==> src/rtl/piso_stream_if.sv <==
// Load/serial-side signal bundle for piso_stream.
// The producer side drives the word and the bit-rate strobe; the shifter drives everything else.
interface piso_stream_if #(
  parameter int unsigned WIDTH = 8
);
  logic [WIDTH-1:0] pin;
  logic             in_valid;
  logic             in_ready;
  logic             shift_en;
  logic             sout;
  logic             sout_valid;
  logic             frame_start;
  logic             done;
  logic             busy;

  modport master (
    output pin, in_valid, shift_en,
    input  in_ready, sout, sout_valid, frame_start, done, busy
  );

  modport slave (
    input  pin, in_valid, shift_en,
    output in_ready, sout, sout_valid, frame_start, done, busy
  );
endinterface

==> src/rtl/piso_stream.sv <==
// Parallel-in/serial-out shifter with a one-word holding buffer and a bit-rate strobe.
// Frames run back to back when a word is already held at the end of the current frame.
module piso_stream #(
  parameter int unsigned WIDTH      = 8,
  parameter bit          MSB_FIRST  = 1'b1,
  parameter bit          IDLE_LEVEL = 1'b0
) (
  input logic           clk,
  input logic           rst,
  piso_stream_if.slave  bus
);

  localparam int unsigned CntW = $clog2(WIDTH);
  localparam logic [CntW-1:0] LastBit = CntW'(WIDTH - 1);

  typedef enum logic {StIdle, StShift} state_e;

  state_e           state_q, state_d;
  logic [WIDTH-1:0] shreg_q, shreg_d;
  logic [WIDTH-1:0] hold_q, hold_d;
  logic             hold_full_q, hold_full_d;
  logic [CntW-1:0]  bitcnt_q, bitcnt_d;
  logic             done_q, done_d;

  logic             in_ready;
  logic             sout_s, sout_valid_s, frame_start_s, busy_s;

  assign in_ready = ~hold_full_q & ~rst;

  always_ff @(posedge clk) begin
    if (rst) begin
      state_q     <= StIdle;
      shreg_q     <= '0;
      hold_q      <= '0;
      hold_full_q <= 1'b0;
      bitcnt_q    <= '0;
      done_q      <= 1'b0;
    end else begin
      state_q     <= state_d;
      shreg_q     <= shreg_d;
      hold_q      <= hold_d;
      hold_full_q <= hold_full_d;
      bitcnt_q    <= bitcnt_d;
      done_q      <= done_d;
    end
  end

  always_comb begin
    state_d     = state_q;
    shreg_d     = shreg_q;
    hold_d      = hold_q;
    hold_full_d = hold_full_q;
    bitcnt_d    = bitcnt_q;
    done_d      = 1'b0;

    unique case (state_q)
      StIdle: begin
        // Load from the buffer does not wait for shift_en.
        if (hold_full_q) begin
          state_d     = StShift;
          shreg_d     = hold_q;
          hold_full_d = 1'b0;
          bitcnt_d    = '0;
        end
      end
      StShift: begin
        if (bus.shift_en) begin
          if (bitcnt_q != LastBit) begin
            if (MSB_FIRST) shreg_d = shreg_q << 1;
            else           shreg_d = shreg_q >> 1;
            bitcnt_d = bitcnt_q + 1'b1;
          end else if (hold_full_q) begin
            shreg_d     = hold_q;
            hold_full_d = 1'b0;
            bitcnt_d    = '0;
          end else begin
            state_d = StIdle;
            done_d  = 1'b1;
          end
        end
      end
      default: state_d = StIdle;
    endcase

    // Accept never coincides with a buffer transfer: in_ready is low while hold_full_q is set.
    if (bus.in_valid && in_ready) begin
      hold_d      = bus.pin;
      hold_full_d = 1'b1;
    end
  end

  always_comb begin
    sout_s        = IDLE_LEVEL;
    sout_valid_s  = 1'b0;
    frame_start_s = 1'b0;
    if (state_q == StShift) begin
      sout_s        = MSB_FIRST ? shreg_q[WIDTH-1] : shreg_q[0];
      sout_valid_s  = 1'b1;
      frame_start_s = (bitcnt_q == '0);
    end
    busy_s = (state_q == StShift) | hold_full_q;
  end

  assign bus.in_ready    = in_ready;
  assign bus.sout        = sout_s;
  assign bus.sout_valid  = sout_valid_s;
  assign bus.frame_start = frame_start_s;
  assign bus.done        = done_q;
  assign bus.busy        = busy_s;

endmodule
==> src/flat_wrapper.sv <==
// flat-port wrapper written by rule: the top's interface ports become plain ports
module piso_stream_flat 
#(
  parameter int unsigned WIDTH      = 8,
  parameter bit          MSB_FIRST  = 1'b1,
  parameter bit          IDLE_LEVEL = 1'b0
)
  (clk, rst, bus_pin, bus_in_valid, bus_shift_en, bus_in_ready, bus_sout, bus_sout_valid, bus_frame_start, bus_done, bus_busy);
  piso_stream_if #(.WIDTH(WIDTH)) bus_i ();
  input logic clk;
  input logic rst;
  input wire logic [$bits(bus_i.pin)-1:0] bus_pin;
  input wire logic [$bits(bus_i.in_valid)-1:0] bus_in_valid;
  input wire logic [$bits(bus_i.shift_en)-1:0] bus_shift_en;
  output wire logic [$bits(bus_i.in_ready)-1:0] bus_in_ready;
  output wire logic [$bits(bus_i.sout)-1:0] bus_sout;
  output wire logic [$bits(bus_i.sout_valid)-1:0] bus_sout_valid;
  output wire logic [$bits(bus_i.frame_start)-1:0] bus_frame_start;
  output wire logic [$bits(bus_i.done)-1:0] bus_done;
  output wire logic [$bits(bus_i.busy)-1:0] bus_busy;
  assign bus_i.pin = bus_pin;
  assign bus_i.in_valid = bus_in_valid;
  assign bus_i.shift_en = bus_shift_en;
  assign bus_in_ready = bus_i.in_ready;
  assign bus_sout = bus_i.sout;
  assign bus_sout_valid = bus_i.sout_valid;
  assign bus_frame_start = bus_i.frame_start;
  assign bus_done = bus_i.done;
  assign bus_busy = bus_i.busy;
  piso_stream #(.WIDTH(WIDTH), .MSB_FIRST(MSB_FIRST), .IDLE_LEVEL(IDLE_LEVEL)) u_core (.clk(clk), .rst(rst), .bus(bus_i));
endmodule
==> config.mk <==
export PLATFORM = sky130hd
export DESIGN_NAME = piso_stream_flat
export DESIGN_NICKNAME = d
export VERILOG_FILES = /design/src/rtl/piso_stream_if.sv /design/src/rtl/piso_stream.sv /design/src/flat_wrapper.sv
export SDC_FILE = /design/constraint.sdc
export NUM_CORES = 1
export LEC_CHECK = 0
export ABC_AREA = 1
export CAP_MARGIN = 0
export CORE_ASPECT_RATIO = 0.9
export CORE_MARGIN = 5
export CORE_UTILIZATION = 52
export DETAILED_ROUTE_END_ITERATION = 8
export PLACE_DENSITY = 0.76
export SLEW_MARGIN = 20
export SYNTH_ARGS = -nofsm -noshare
export SYNTH_HDL_FRONTEND = slang
export SYNTH_SLANG_ARGS = --single-unit
==> constraint.sdc <==
create_clock -name clk -period 1.8 [get_ports clk]
set_input_delay 0.27 -clock clk [delete_from_list [all_inputs] [get_ports clk]]
set_output_delay 0.27 -clock clk [all_outputs]
set_load 0.05 [all_outputs]
* Yosys cells after proc, flatten, opt, wreduce, memory -nomap -nowiden *
Index checks and enable logic that the tools add are counted.

word-level totals
  register bits = 22
  input port bits = 12
  output and inout port bits = 6
  logic and storage cells = 41

cells by class
  add/subtract/negate cells = 1
  equal/unequal tests = 4
  muxes and demuxes = 20
  bitwise logic cells = 6
  reduce and logical (&&, ||, !) cells = 4

operators with widths
  operator                                                       number
  8-bit two-way mux                                              3
  8-bit one-hot mux with 2 select lines                          1
  1-bit two-way mux                                              10
  3-bit two-way mux                                              3
  3-bit != test, second input constant                           3
  3-bit one-hot mux with 2 select lines                          1
  1-bit NOT                                                      4
  1-bit one-hot mux with 2 select lines                          2
  4-bit OR reduction                                             1
  3-bit by 1-bit adder with 3-bit output, second input constant  1
  3-bit logical NOT                                              1
  2-bit != test, second input constant                           1
  2-bit AND reduction                                            1
  1-bit AND                                                      1
  1-bit logical AND                                              1
  1-bit OR                                                       1

* Depth between registers and ports, before layout *
Gate-level depths: netlist (run 1).

  depth after elaboration = 5
  gate-level depth with buffers = 9
  gate-level depth less buffers = 9

* Least setup slack after synthesis (run 1) *
OpenSTA, ideal clock, no wires.

  path kind = reg-to-output
  start = register u_core.state_q
  end = output port bus_frame_start
  data arrival time = 1,713 ps
  required time = 1,530 ps
  slack = -183 ps
  stages on the path, launching flop included = 5
  path buffers = 2
  cells stage by stage = dfxtp_1 clkbuf_2 buf_4 nand2_1 nor2_1

on the way
  word-level cells in the longest chain between the ends = 1

ends and longest elaborated chain
  item                      line                text
  start: declaration        piso_stream.sv:18   state_e state_q, state_d;
  start signal: assignment  piso_stream.sv:32   state_q <= StIdle;
  start signal: assignment  piso_stream.sv:39   state_q <= state_d;
  1-bit two-way mux         piso_stream.sv:96   if (state_q == StShift) begin
  end: declaration          flat_wrapper.sv:18  output wire logic [$bits(bus_i.frame_start)-1:0] bus_frame_start;

No other way between the ends.

* Worst setup path in the final report (run 1) *
  start = register u_core.done_q (netlist: u_core.bus.done)
  end = output port bus_done

RTL lines
  item                      line                text
  start: declaration        piso_stream.sv:23   logic done_q, done_d;
  start signal: assignment  piso_stream.sv:44   done_q <= done_d;
  end: declaration          flat_wrapper.sv:19  output wire logic [$bits(bus_i.done)-1:0] bus_done;

No word-level cell between the ends.

==> impl_metrics.ini, run 1 <==
[cts]
clkLatencyLatePin_ns = 0.30
clock_path_buffers = 2
root_buffer = clkbuf_4
clock_sinks = 22
cts_tree = done
hold_buffers = 0
cts_max_level = 1
ctsResizeCount = 0
clk_pin_slew_worst_paths_ns = 0.11
cts_inserted_buffers = 3
postCtsSetupBuffers = 0

[timing]
finalMaxSlewViolations = 0
layout_min_cycle_time_ns = 1.69
worst_pin_slew_ns = 0.490
fmax_mhz = 592
fin_crit_sh_pct = 93.9
max-slew-margin-rel_pct = 67.2
setup_tns_ns = 0
whs_ns = 0.467
grt_setup_unrepaired = no
clock_skew_ns = 0.00204
hold_violations = 0
setup_viol = 0

[layout]
drive_above_1_share_pct = 12.2
area_growth_pct = 21.9
finalNonFillerCells = 208
antennaDiodeCount = 0
layout.nets = 199
final.fill_count = 189

[global_route]
grt_pass1_wl_mm = 4.53
grt-ovfl-total = 0
grt_max_degree = 13
grt_pass1_vias = 1059
grt_use_total_pct = 18.7
antenna_found_initial = 0

[worst_setup_path]
worstPathArrival_ns = 1.42
crit_type = reg2out
cp_max_fo = 1
path_buf_inv = 1
start_kind = register
required_ns = 1.53
r2r_cells = 8
path_delay_family = buffers and inverters
cpMaxStageDelayCell = clkdlybuf4s50_1
path_cells = clkdlybuf4s50_1
worst_setup_path_end_kind = output port
slowest_delay_ns = 0.79
cp.depth = 1

[logic_synthesis]
yosysSeqAreaShare_pct = 39.2
postSynthNetCount = 182
synth-compound-area-share_pct = 4.67
synth_xor_area_share_pct = 0
syn_area_um2 = 1120
syn_avg_cell_area_um2 = 6.78
syn_inst = 166
yosys.area.top_type = dfxtp_1
ys_top_cells_by_area = dfxtp_1 39%, nand2_1 19%, nand3_1 7.6%
ys_ff_latch = 22
synth_adder_area_share_pct = 4.45
ys_types = 21
synth_warnings = 0
synth_top_area_share_pct = 39.2
synth_top_family_by_area = simple AND/OR/NAND/NOR gates
synth_simple_gate_area_share_pct = 40.9
synth.area.mux_share_pct = 0

[routing]
highest_layer = met4
drtIter0Drc = 28
antenna_left = 0
routed-wl-met3_um = 121
route.vias.total = 1063
wl_met2_mm = 1.12
dr.pass1.iters = 4
postRouteWirelength_mm = 2.49
drt-wirelength-per-cell_um = 12.0
vias_per_cell = 5.11
drc = 0
wl_met1_mm = 1.23

[pwr]
powerDensity_nw_per_um2 = 709
power_frac_clock_pct = 22.1
p_seq_share_pct = 55.1
netSwitchingPower_uw = 287
internal-power_uw = 685
p_comb_share_pct = 22.7
p_sw_share_pct = 29.5
vdd.ir_drop.worst_uv = 491
leakage_uw = 0.000674

[hold_path]
worst_hold_path_type = reg2reg
worstHoldPathCells = 2

[place]
dpl.hpwl_mm = 1.78
place_congestion = 0.767
io_buffers = 17
dp.cells = 205

[floorplan]
coreArea_um2 = 2120
die_area_um2 = 3190
start_util_pct = 53.0
num_rows = 16
fp.dieW_um = 59.0
die_h_um = 54.1
pin_count = 18

[outcome]
outcome = finished clean

[run]
maxCapViolCount = 0
registers in the layout (all words and copies together) (netlist names):
register,cells
u_core.hold_q,8
u_core.shreg_q,8
u_core.bitcnt_q,3
u_core.bus.done,1
u_core.hold_full_q,1
u_core.state_q,1
power by group through the flow:
stage | combinational (uW) | sequential (uW) | clock, uW
after global routing | 244 | 540 | 251
after CTS | 221 | 535 | 226
after floorplan | 136 | 543 | 0
after detailed placement | 220 | 546 | 0
final | 221 | 536 | 215
after global placement | 216 | 546 | 0
layer usage:
layer / vias to the layer above / global-route usage (%)
met3: 2 / 2.88
met4: 0 / 9.81
li1: 555 / -
met5: - / 0
met2: 30 / 29.6
met1: 476 / 24.6
area by class of cell:
type | count | area [um2] | area share [%]
Multi-Input combinational cell | 119 | 566 | 41.2
Sequential cell | 22 | 440 | 32.1
Timing Repair Buffer | 20 | 243 | 17.7
Inverter | 17 | 66.3 | 4.84
Tap cell | 27 | 33.8 | 2.46
Clock buffer | 3 | 22.5 | 1.64
through the flow:
stage / utilization, % / cell area [um2] / setup WS, ns / power, uW
after global placement: 63.6 / 1350 / 0.139 / 761
after detailed placement: 63.6 / 1350 / 0.108 / 766
after global routing: 64.6 / 1370 / 0.0521 / 1030
after CTS: 64.6 / 1370 / 0.0816 / 982
after floorplan: - / 1130 / 0.0377 / 680
final: 64.6 / 1370 / 0.110 / 972
cells in the final DEF, fill, tap and decap left out, types with 5 or more instances in the layout:
master / Yosys / final
nand3_1: 17 / 17
a21oi_1: 6 / 6
nor2_1: 15 / 14
nand2_1: 57 / 57
buf_12: 0 / 5
nand4_1: 7 / 7
nand2_2: 6 / 6
dfxtp_1: 22 / 22
clkdlybuf4s50_1: 0 / 12
inv_1: 15 / 15
Yosys cell counts (all sizes together):
master  number
nand3       17
nor2        17
nor4         1
ha           4
o21ai        3
o31ai        1
nand4        7
dfxtp       22
a21oi        6
clkbuf       3
buf          5
inv         17
nand2       63
final timing paths:
path	start	slack (ns)	end
worst min register to register	u_core.hold_q[6]	0.47	u_core.hold_q[6]
worst max register to register	u_core.bitcnt_q[0]	0.27	u_core.bitcnt_q[0]
worst min-delay path	u_core.hold_q[6]	0.47	u_core.hold_q[6]
worst max-delay path	u_core.bus.done	0.11	bus_done
cells by family (layout without fill, tap and decap cells):
kind of cell	after synthesis	in the layout
AO/OA/AOI/OAI	10	10
adder cells (fa/ha/maj)	4	4
buffers and inverters	25	40
flip-flops	22	22
AND/OR/NAND/NOR	105	105
(Power assumes the default switching activity.)
==> run 2, diff against run 1 <==
--- a/config.mk
+++ b/config.mk
@@ -12,7 +12,6 @@
 export CORE_UTILIZATION = 52
 export DETAILED_ROUTE_END_ITERATION = 8
 export PLACE_DENSITY = 0.76
-export SLEW_MARGIN = 20
 export SYNTH_ARGS = -nofsm -noshare
 export SYNTH_HDL_FRONTEND = slang
 export SYNTH_SLANG_ARGS = --single-unit
==> results of run 2 <==
The final DEF is identical to that of run 1; final timing and power are the same.
==> run 3, diff against run 2 <==
--- a/config.mk
+++ b/config.mk
@@ -8,10 +8,11 @@
 export ABC_AREA = 1
 export CAP_MARGIN = 0
 export CORE_ASPECT_RATIO = 0.9
-export CORE_MARGIN = 5
+export CORE_MARGIN = 2
 export CORE_UTILIZATION = 52
 export DETAILED_ROUTE_END_ITERATION = 8
 export PLACE_DENSITY = 0.76
+export SKIP_LAST_GASP = 1
 export SYNTH_ARGS = -nofsm -noshare
 export SYNTH_HDL_FRONTEND = slang
 export SYNTH_SLANG_ARGS = --single-unit
==> run 3 against run 2 <==
Compared with the run above: non-clock buffer count stayed put; clock-buffer cell count stayed put; worst hold slack got worse by 0.0041 ns.
==> impl_metrics.ini, run 3 (synthesized netlist as in run 1, its figures left out) <==
[place]
dpl.hpwl_mm = 1.67
place_congestion = 0.796
io_buffers = 17

[floorplan]
num_rows = 15
fp.dieW_um = 53.0
start_util_pct = 57.1
coreArea_um2 = 1970
pin_count = 18
die_h_um = 48.1
die_area_um2 = 2550

[timing]
hold_violations = 0
fin_crit_sh_pct = 94.6
finalMaxSlewViolations = 0
clock_skew_ns = 0.00419
layout_min_cycle_time_ns = 1.70
worst_pin_slew_ns = 0.489
setup_viol = 0
fmax_mhz = 587
grt_setup_unrepaired = no
setup_tns_ns = 0
max-slew-margin-rel_pct = 67.3

[layout]
multiInputGateArea_um2 = 566
top_regs = u_core.hold_q (8), u_core.shreg_q (8), u_core.bitcnt_q (3)
drive_above_1_share_pct = 12.6
ff_latch_area_um2 = 440
area_growth_pct = 24.4
final_common_cell = nand2_1
antennaDiodeCount = 0
final_cell_mix = 57 x nand2_1, 22 x dfxtp_1, 17 x nand3_1
layout.nets = 199
final.fill_count = 177

[cts]
clkLatencyLatePin_ns = 0.31
clk_pin_slew_worst_paths_ns = 0.13
ctsResizeCount = 0
root_buffer = clkbuf_4
postCtsSetupBuffers = 0
cts_tree = done
clock_sinks = 22
clock_path_buffers = 2
cts_max_level = 1
cts_inserted_buffers = 3
hold_buffers = 0

[global_route]
grt_pass1_vias = 986
grt_use_total_pct = 22.2
grt_pass1_wl_mm = 4.12
grt-ovfl-total = 0
antenna_found_initial = 0
grt_max_degree = 15

[outcome]
outcome = finished clean

[routing]
dr.pass1.iters = 4
antenna_left = 0
vias_per_cell = 5.25
route.vias.total = 1086
drt-wirelength-per-cell_um = 11.4
postRouteWirelength_mm = 2.37
drtIter0Drc = 12
drc = 0

[pwr]
powerDensity_nw_per_um2 = 814
power.total_uw = 1140
leakage_uw = 0.000688
vdd.ir_drop.worst_uv = 610

[worst_setup_path]
worst_setup_path_end_kind = output port
crit_type = reg2out
required_ns = 1.53
cp_max_fo = 1
cpMaxStageDelayCell = clkdlybuf4s50_1
path_buf_inv = 1
worstPathArrival_ns = 1.43
slowest_delay_ns = 0.79
path_cells = clkdlybuf4s50_1
path_delay_family = buffers and inverters
start_kind = register

[run]
maxCapViolCount = 0

[hold_path]
worst_hold_path_type = reg2reg
==> run 3: cell types whose count changed in the layout (fill, tap and decap cells not counted) <==
| cell | before | now |
|---|---|---|
| bufinv_16 | 0 | 1 |
==> run 3: through the flow <==
| step | instances | hold WS, ns | utilization [%] | setup WS, ns | instance area (um2) |
|---|---|---|---|---|---|
| 3_3_place_gp | 203 | 0.443 | 68.3 | 0.157 | 1350 |
| 4_1_cts | 207 | 0.464 | 71.0 | 0.0896 | 1400 |
| 3_5_place_dp | 203 | 0.445 | 68.3 | 0.134 | 1350 |
| 6_report | 207 | 0.463 | 71.0 | 0.0971 | 1400 |
| 5_1_grt | 207 | 0.494 | 71.0 | 0.0271 | 1400 |
| 2_1_floorplan | 166 | 0.408 | - | 0.0377 | 1130 |
==> run 3: final timing paths <==
check                startpoint  cells past startpoint  slack, ns                  to
max             u_core.bus.done                      1        0.1            bus_done
min            u_core.hold_q[7]                      2       0.46    u_core.hold_q[7]
max reg2reg  u_core.bitcnt_q[1]                      7       0.28  u_core.bitcnt_q[0]
min reg2reg    u_core.hold_q[7]                      2       0.46    u_core.hold_q[7]
==> run 3: cell type report <==
| class | instances | share of cell area (%) |
|---|---|---|
| sequential | 22 | 31.5 |
| tap | 25 | 2.24 |
| clock inverter | 1 | 2.15 |
| inverter | 17 | 4.74 |
| multi-input combinational | 119 | 40.4 |
| timing repair buffer | 20 | 17.4 |
| clock buffer | 3 | 1.61 |
==> run 3: layer usage <==
layer / GRT usage [%] / up-vias / wire, um
met2: 42.3 / 34 / 1140
met4: 4.62 / 0 / 25
met5: 0 / - / 0
met3: 5.52 / 4 / 148
li1: - / 556 / -
met1: 25.8 / 492 / 1060
==> run 3: where the power goes <==
part           internal (uW)  switching (uW)
combinational           93.5             124
clock                    225             158
sequential               514            23.6
total                    833             306
==> run 3: worst reg2reg max path, delay by kind of cell, from the launching register on <==
| family | cells | cell delay (ns) |
|---|---|---|
| adders and majority gates | 2 | 0.41 |
| DFF | 1 | 0.35 |
| and+or+nand+nor | 3 | 0.33 |
| buffers and inverters | 1 | 0.20 |
| AOI/OAI and AO/OA | 1 | 0.19 |
